--- src/rtl/dm_block_mover.sv ---
// dm_block_mover: data-memory bus master that moves words without the CPU.
//   copy mode: dst[i] <= src[i] for i = 0..len-1. Each word takes a READ
//              cycle followed by a WRITE cycle.
//   fill mode: dst[i] <= fill_val for i = 0..len-1. Each word takes one
//              WRITE cycle.
// A 16-bit modulo running sum of every written word is kept in sum.
//
// Ports
//   clk, reset      clock; asynchronous active-low reset
//   start           command strobe, only honoured in IDLE
//   mode            0 = copy, 1 = fill
//   src, dst        base addresses (AW-bit, wrap around)
//   len             word count (0 = no memory traffic, just done)
//   fill_val        word written in fill mode
//   busy            high while in READ or WRITE
//   done            one-cycle completion pulse
//   sum             modulo-2^DW sum of the words written by the last command
//   dm_addr/dm_din/dm_we  memory request (all registered)
//   dm_dout         combinational memory read data for dm_addr
module dm_block_mover #(
  parameter int AW = 8,
  parameter int DW = 16,
  parameter int LW = 8
) (
  input  logic          clk,
  input  logic          reset,
  input  logic          start,
  input  logic          mode,
  input  logic [AW-1:0] src,
  input  logic [AW-1:0] dst,
  input  logic [LW-1:0] len,
  input  logic [DW-1:0] fill_val,
  output logic          busy,
  output logic          done,
  output logic [DW-1:0] sum,
  output logic [AW-1:0] dm_addr,
  output logic [DW-1:0] dm_din,
  output logic          dm_we,
  input  logic [DW-1:0] dm_dout
);

  typedef enum logic [1:0] {IDLE, READ, WRITE, DONE} state_t;

  state_t        state;
  logic          mode_q;
  logic [AW-1:0] src_q;
  logic [AW-1:0] dst_q;
  logic [LW-1:0] len_q;
  logic [DW-1:0] fill_q;
  logic [LW-1:0] idx;
  logic [LW-1:0] idx_nxt;

  assign idx_nxt = idx + LW'(1);

  // All outputs are registered, so every transition loads the bus values
  // that belong to the state being entered. In copy mode dm_din doubles as
  // the hold register: dm_dout is captured into it on the READ->WRITE edge.
  always_ff @(posedge clk or negedge reset) begin
    if (!reset) begin
      state   <= IDLE;
      mode_q  <= 1'b0;
      src_q   <= '0;
      dst_q   <= '0;
      len_q   <= '0;
      fill_q  <= '0;
      idx     <= '0;
      busy    <= 1'b0;
      done    <= 1'b0;
      sum     <= '0;
      dm_addr <= '0;
      dm_din  <= '0;
      dm_we   <= 1'b0;
    end else begin
      done <= 1'b0;
      case (state)
        IDLE: begin
          dm_we   <= 1'b0;
          dm_addr <= '0;
          dm_din  <= '0;
          if (start) begin
            mode_q <= mode;
            src_q  <= src;
            dst_q  <= dst;
            len_q  <= len;
            fill_q <= fill_val;
            idx    <= '0;
            sum    <= '0;
            if (len == '0) begin
              state <= DONE;
              done  <= 1'b1;
            end else if (!mode) begin
              state   <= READ;
              busy    <= 1'b1;
              dm_addr <= src;
            end else begin
              state   <= WRITE;
              busy    <= 1'b1;
              dm_we   <= 1'b1;
              dm_addr <= dst;
              dm_din  <= fill_val;
            end
          end
        end

        READ: begin
          state   <= WRITE;
          dm_we   <= 1'b1;
          dm_addr <= dst_q + AW'(idx);
          dm_din  <= dm_dout;
        end

        WRITE: begin
          sum <= sum + dm_din;
          idx <= idx_nxt;
          if (idx_nxt == len_q) begin
            state   <= DONE;
            busy    <= 1'b0;
            done    <= 1'b1;
            dm_we   <= 1'b0;
            dm_addr <= '0;
            dm_din  <= '0;
          end else if (!mode_q) begin
            state   <= READ;
            dm_we   <= 1'b0;
            dm_addr <= src_q + AW'(idx_nxt);
            dm_din  <= '0;
          end else begin
            dm_addr <= dst_q + AW'(idx_nxt);
            dm_din  <= fill_q;
          end
        end

        DONE: begin
          state <= IDLE;
        end

        default: begin
          state <= IDLE;
          busy  <= 1'b0;
          dm_we <= 1'b0;
        end
      endcase
    end
  end

endmodule

--- config.mk ---
export PLATFORM = sky130hd
export DESIGN_NAME = dm_block_mover
export DESIGN_NICKNAME = d
export VERILOG_FILES = /design/src/rtl/dm_block_mover.sv
export SDC_FILE = /design/constraint.sdc
export NUM_CORES = 1
export LEC_CHECK = 0
export CAP_MARGIN = 15
export CORE_ASPECT_RATIO = 2
export CORE_MARGIN = 8
export CORE_UTILIZATION = 35
export DETAILED_ROUTE_END_ITERATION = 16
export PLACE_DENSITY = 0.62
export SYNTH_ARGS = -nofsm -noshare
export SYNTH_HDL_FRONTEND = slang
export SYNTH_SLANG_ARGS = --single-unit
--- constraint.sdc ---
create_clock -name clk -period 3.6 [get_ports clk]
set_input_delay 0.36 -clock clk [delete_from_list [all_inputs] [get_ports clk]]
set_output_delay 0.36 -clock clk [all_outputs]
set_load 0.1 [all_outputs]
==> flow_metrics.tcl, run 1 <==
set metrics [dict create \
    slew_violations 0 \
    dr_total_vias 4622 \
    drt_iter0_drc 139 \
    combPwrFrac_pct 60.4 \
    yosys_warnings 0 \
    setup_viol 0 \
    cts.sinks 94 \
    grt_use_met3_pct 3.140 \
    ys_seq_elements 94 \
    swShare_pct 48.94 \
    drc_errors 0 \
    yosysTopAreaCell "dfrtp_1" \
    grtUsageMet1_pct 15.73 \
    avgSynthCellArea_um2 10.74 \
    synth_mux_area_share_pct 9.856 \
    dp.cells 822 \
    core_um2 16190 \
    cts_tree "done" \
    rsz0062_at_grt "no" \
    drt_wl_total_um 16990 \
    antennaDiodeCount 0 \
    p_switching_mw 3.565 \
    viasPerCell 5.509 \
    die_h_um 196.9 \
    worst-setup-path-type "reg -> reg" \
    endpoint_kind "flip-flop" \
    synth_area_um2 5725 \
    yosys.area.top_type_share_pct 41.08 \
    area_growth_pct 26.66 \
    setup.worst_path.start_class "flip-flop" \
    synth_xor_area_share_pct 6.840 \
    hpwl_um 12960 \
    syn_inst 533 \
    cpLargestDelayFamily "compound AO/OA/AOI/OAI gates" \
    grt_max_degree 43 \
    gp_congestion 0.8407 \
    period_needed_ns 2.955 \
    timing.final.ws_setup_ns 0.6448 \
    pre_cts_ws_ns 0.6555 \
    hp-class "in -> async" \
    nets 726 \
    cts.path.max_buffers 2 \
    grt_use_met2_pct 32.97 \
    setup_tns_ns 0 \
    die-area_um2 20960 \
    relSlewSlack_pct 29.68 \
    firstDrtPassIters 4 \
    grt_usage_pct 16.56 \
    p_per_area_nw_per_um2 1004 \
    grt_pass1_wl_um 26980 \
    maxCapViolCount 0 \
    placedInstanceArea_um2 6939 \
    antenna_found_initial 0 \
    worst_pin_slew_ns 1.051 \
    ir_worst_vdd_mv 0.5457 \
    synth_common_cells "94 x dfrtp_1, 48 x nand2_1, 47 x mux2_2, 33 x ha_1, 32 x o21ai_0" \
    cts-buffers-inserted 9 \
    finalCritPeriodShare_pct 82.09 \
    die_w_um 106.4 \
    synth_top_family_by_area "compound AO/OA/AOI/OAI gates" \
    final_design_area_no_fill_um2 7252 \
    drive_gt1_share_pct 15.12 \
    ys_seq_area_share_pct 41.08 \
    synth_nets 629 \
    grt_most_used_layer "met2" \
    path_common_cell "a21o_1" \
    initial_core_util_pct 35.37 \
    synth_adder_area_share_pct 8.435 \
    arrival_ns 3.23 \
    cts_resized 0 \
    synth-simple-area-share_pct 9.943 \
    hold_viol_final 0 \
    p_leak_nw 3.157 \
    synth.distinct_cells 64 \
    max_freq_mhz 338.4 \
    portBuffers 102 \
    instances_no_fill 839 \
    max_stage_delay_ns 0.64 \
    status "completed" \
    yosys-top-cells-area "dfrtp_1 41%, mux2_2 9.2%, ha_1 7.2%, xnor2_1 3.8%, nand2_1 3.1%" \
    crit_slowest_cell "dfrtp_1" \
    p_int_mw 3.720 \
    synth_edf_count 0 \
    io_pins 103 \
    path_max_fanout 10 \
    synth_compound_area_share_pct 19.78 \
    synth-async-reset-ratio_pct 100.0 \
    ant_nets 0 \
    grt_pass1_vias 5057 \
    power_frac_clock_pct 13.5 \
    gr-total-overflow 0 \
    yosysMostFrequentCell "dfrtp_1" \
    power_frac_seq_pct 26.1 \
    worstSkewPairLatency_ns 0.35 \
    routedWlPerCell_um 20.26 \
    cp.buffers_inverters 1 \
    path_cells "mux2i_1 -> inv_1 -> ha_1 -> a21o_1 -> a21o_1 -> maj3_1 -> a21oi_1 -> o21ai_0 -> xnor2_1 -> nand2_1 -> a2bb2oi_1" \
    worstPathRequired_ns 3.87 \
    fin_skew_ns 0.01106 \
    ys.flop_type "dfrtp_1" \
    cts_root_buf "clkbuf_16" \
    cts_max_level 3 \
    clk_pin_slew_ns 0.07 \
    placementRows 66 \
]
placed cells by master, fill, tap and decap left out, types with 3 or more instances in the layout:
cell / n
nand3_2: 3
a2bb2oi_1: 17
ha_1: 33
fa_1: 3
o21ai_0: 32
o21a_1: 4
dfrtp_1: 94
a21oi_1: 29
clkbuf_16: 9
a221oi_2: 5
nor2_1: 16
xnor3_1: 3
and3_1: 6
o31ai_1: 3
o21bai_1: 4
nand2_1: 47
mux2_2: 47
o211ai_1: 3
a31oi_1: 4
clkdlybuf4s50_1: 101
buf_4: 12
inv_1: 22
a221o_1: 7
a221oi_1: 15
xnor2_1: 25
nand3_1: 6
xor2_1: 12
a211oi_1: 3
a21o_1: 7
nand2b_1: 4
nor3_1: 9
a22o_1: 5
kinds of logic (layout without fill, tap and decap cells):
| kind of cell | Yosys count | after routing |
|---|---|---|
| AOI/OAI and AO/OA | 153 | 153 |
| buffers and inverters | 50 | 152 |
| adders and majority gates | 37 | 37 |
| DFF | 94 | 94 |
| muxes | 50 | 50 |
| xor gates and xnor gates | 40 | 40 |
| and+or+nand+nor | 109 | 109 |
worst reg2reg max path, stage by stage (launching register included):
cell	delay (ns)
dfrtp_1	0.64
mux2i_1	0.34
inv_1	0.08
ha_1	0.28
a21o_1	0.18
a21o_1	0.20
maj3_1	0.36
a21oi_1	0.27
o21ai_0	0.17
xnor2_1	0.18
nand2_1	0.07
a2bb2oi_1	0.12
registers in the layout, summed over array words and instances (netlist names):
name / count
busy: 1
dm_addr: 8
dm_din: 16
dm_we: 1
done: 1
dst_q: 8
fill_q: 16
idx: 8
len_q: 8
mode_q: 1
src_q: 8
state: 2
sum: 16
metal layers:
metal,routed length (um),vias up
met1,5930,2334
li1,-,2164
met3,525,24
met5,0,-
met2,10090,100
met4,449,0
stage by stage:
step                power (mW)  util [%]  hold WS [ns]
CTS                      7.360     44.81        0.4730
global route             7.723     44.81        0.4969
floorplan                5.234         -       0.06441
finish                   7.284     44.81        0.4701
detailed placement       6.340     42.87        0.2996
global placement         6.248     42.87        0.3002
cell type report:
class / count / area [um^2]
clock buffer: 13 / 260.3
timing repair buffer: 114 / 1111
fill: 1585 / 8934
tap: 204 / 255.2
multi-input combinational: 389 / 3148
inverter: 22 / 82.58
sequential: 94 / 2352
clock inverter: 3 / 42.54
power groups by stage:
stage,clock (mW),combinational (mW),sequential [mW]
3_3_place_gp,0,4.35,1.90
2_1_floorplan,0,2.30,2.94
4_1_cts,1.02,4.44,1.91
3_5_place_dp,0,4.42,1.92
5_1_grt,1.05,4.71,1.96
6_report,0.985,4.40,1.90
worst paths after layout:
path	startpoint	to	slack, ns	cells past startpoint
worst max-delay path	mode_q	dm_addr[7]	0.64	11
worst min-delay path	reset	sum[13]	0.47	2
worst max register to register	mode_q	dm_addr[7]	0.64	11
worst min register to register	dm_addr[4]	dm_addr[4]	0.48	1
max in group asynchronous	reset	dst_q[1]	2.30	3
min in group clk	dm_addr[4]	dm_addr[4]	0.48	1
what timing repair did:
| item | 4_1_cts | 5_1_grt |
|---|---|---|
| hold endpoints to repair | 26 | 0 |
| hold buffers | 1 | 0 |
| buffers inserted | 0 | 0 |
Note: power is estimated with default switching activity, not from simulation.
==> inputs of run 2 (changes only) <==
==> constraint.sdc (replaced) <==
create_clock -name clk -period 3 [get_ports clk]
set_input_delay 0.3 -clock clk [delete_from_list [all_inputs] [get_ports clk]]
set_output_delay 0.3 -clock clk [all_outputs]
set_load 0.1 [all_outputs]
==> run 2 against run 1 <==
Against the previous run: sequential share of layout area is 0.34 points higher; sequential power is 18% higher; register-to-register slack worse by 0.40 ns; clock skew is 0.0015 ns higher; first-iteration DRC count is 3.6% higher; global-route usage is 0.51 points higher; critical path type unchanged; flip-flop and latch count stayed put; clock power is 23% higher; count of clock-buffer cells in the layout is 4 lower.
==> flow_metrics.tcl, run 2 (synthesis gave the netlist of run 1 again) <==
set metrics [dict create \
    status "completed" \
    cts_tree "done" \
    viasPerCell 5.539 \
    cts-buffers-inserted 9 \
    timing.rr.start "idx[1]" \
    maxCapViolCount 0 \
    clk_pin_slew_ns 0.07 \
    max_stage_delay_ns 0.51 \
    crit_slowest_cell "dfrtp_1" \
    gp_congestion 0.8493 \
    nets 730 \
    portBuffers 102 \
    finalPower_mw 8.788 \
    core_um2 16190 \
    grt_max_degree 47 \
    max_freq_mhz 362.6 \
    worstPathRequired_ns 3.27 \
    arrival_ns 3.03 \
    worstSkewPairLatency_ns 0.35 \
    power_frac_clock_pct 13.7 \
    cts_max_level 3 \
    routedWlPerCell_um 20.78 \
    placedInstanceArea_um2 6862 \
    wirelength_met1_um 6040 \
    ant_nets 0 \
    hpwl_um 13150 \
    cp-startpoint "idx[1]" \
    path_cells "ha_2 -> ha_1 -> a21o_1 -> a21o_1 -> maj3_1 -> a21oi_1 -> o21ai_0 -> xnor2_1 -> nand2_1 -> a2bb2oi_1" \
    setup_viol 0 \
    relSlewSlack_pct 39.35 \
    finalCritPeriodShare_pct 91.92 \
    cts.sinks 94 \
    setup_tns_ns 0 \
    worst-setup-path-type "reg -> reg" \
    die_h_um 196.9 \
    p_leak_nw 3.242 \
    period_needed_ns 2.758 \
    gr-total-overflow 0 \
    cts.path.max_buffers 2 \
    p_switching_mw 4.394 \
    grt_usage_pct 17.06 \
    reg_top3 "dm_din x16, fill_q x16, sum x16" \
    setup.worst_path.start_class "flip-flop" \
    hold_viol_final 0 \
    cpLargestDelayFamily "adder cells" \
    dr_total_vias 4669 \
    grt_pass1_wl_um 27790 \
    drt_wl_total_um 17520 \
    ir_worst_vdd_mv 0.5545 \
    area_growth_pct 25.35 \
    path_max_fanout 8 \
    antenna_found_initial 0 \
    fin_skew_ns 0.01260 \
    grt_pass1_vias 5206 \
    p_int_mw 4.394 \
    firstDrtPassIters 5 \
    rsz0062_at_grt "no" \
    hold_start "dm_addr[4]" \
    endpoint_kind "flip-flop" \
    io_pins 103 \
    power_frac_seq_pct 25.5 \
    antennaDiodeCount 0 \
    hp-class "reg -> reg" \
    cp.buffers_inverters 0 \
    die-area_um2 20960 \
    top_layer_used "met4" \
    final_common_cell "dfrtp_1" \
    p_per_area_nw_per_um2 1224 \
    drc_errors 0 \
    cts_root_buf "clkbuf_16" \
    initial_core_util_pct 35.37 \
    nFillCells 1594 \
    drive_gt1_share_pct 22.85 \
    die_w_um 106.4 \
    post_cts_buffers 0 \
    slew_violations 0 \
    layout_common_cells "94 x dfrtp_1, 59 x buf_4, 58 x clkdlybuf4s50_1, 47 x mux2_2, 47 x nand2_1" \
    dr_wl_met3_um 606 \
    final_design_area_no_fill_um2 7177 \
    path_common_cell "a21o_1" \
    utilization_pct 44.34 \
    placementRows 66 \
    worst_pin_slew_ns 0.9075 \
    swShare_pct 50.00 \
    routed-wl-met2_um 10200 \
    combPwrFrac_pct 60.7 \
    drt_iter0_drc 144 \
]
## run 2: changes by cell type in the layout (fill, tap and decap cells not counted), sizes merged
cell and delta:
clkdlybuf4s50 -43, clkbuf -4, buf +47, inv +4
## run 2: timing repair
item / in CTS / in global routing
endpoints found under the setup margin: 0 / 1
hold buffers: 1 / 0
resized for setup: 0 / 1
endpoints found under the hold margin: 43 / 0
## run 2: stage by stage
stage / setup slack (ns) / hold WS, ns / cells
2_1_floorplan: 0.1176 / 0.004409 / 533
3_3_place_gp: 0.2971 / 0.3471 / 826
3_5_place_dp: 0.2126 / 0.3525 / 826
4_1_cts: 0.1844 / 0.5075 / 843
5_1_grt: 0.02865 / 0.5281 / 843
6_report: 0.2423 / 0.5047 / 843
## run 2: final cells by class
type	count	area [um^2]	area share (%)
Inverter	22	82.58	1.151
Clock buffer	9	225.2	3.138
Multi-Input combinational cell	389	3151	43.90
Timing Repair Buffer	118	1033	14.40
Clock inverter	7	77.57	1.081
Tap cell	204	255.2	3.556
Sequential cell	94	2352	32.78
## run 2: power groups by stage
stage / Combinational [mW] / Clock [mW] / Sequential (mW)
final: 5.34 / 1.21 / 2.24
after global placement: 5.26 / 0 / 2.25
after global routing: 5.72 / 1.27 / 2.32
after floorplan: 2.76 / 0 / 3.52
after detailed placement: 5.34 / 0 / 2.27
after CTS: 5.37 / 1.23 / 2.25
## run 2: worst reg2reg max path, delay by kind of cell (launching register included)
family          cells  cell delay (ns)
flops               1             0.51
compound gates      5             0.91
fa+ha+maj           3             1.02
xor+xnor            1             0.17
simple gates        1             0.07
## run 2: final timing paths
path                                   end  cells after the start  slack, ns
worst min register to register  dm_addr[4]                      1       0.50
min in group asynchronous         len_q[3]                      2       0.51
worst min-delay path            dm_addr[4]                      1       0.50
worst max-delay path            dm_addr[7]                     10       0.24
max in group asynchronous       dm_addr[5]                      3       1.68
worst max register to register  dm_addr[7]                     10       0.24
## run 2: layer usage
metal	GRT usage [%]	vias up
met5	0	-
met4	9.869	0
met3	2.421	40
met2	33.43	101
met1	16.09	2359
li1	-	2169
==> inputs of run 3 (changes only) <==
--- a/config.mk
+++ b/config.mk
@@ -11,6 +11,7 @@
 export CORE_UTILIZATION = 35
 export DETAILED_ROUTE_END_ITERATION = 16
 export PLACE_DENSITY = 0.62
+export SLEW_MARGIN = 15
 export SYNTH_ARGS = -nofsm -noshare
 export SYNTH_HDL_FRONTEND = slang
 export SYNTH_SLANG_ARGS = --single-unit
==> results of run 3 <==
Final layout, timing and power as in run 2 (identical DEF).
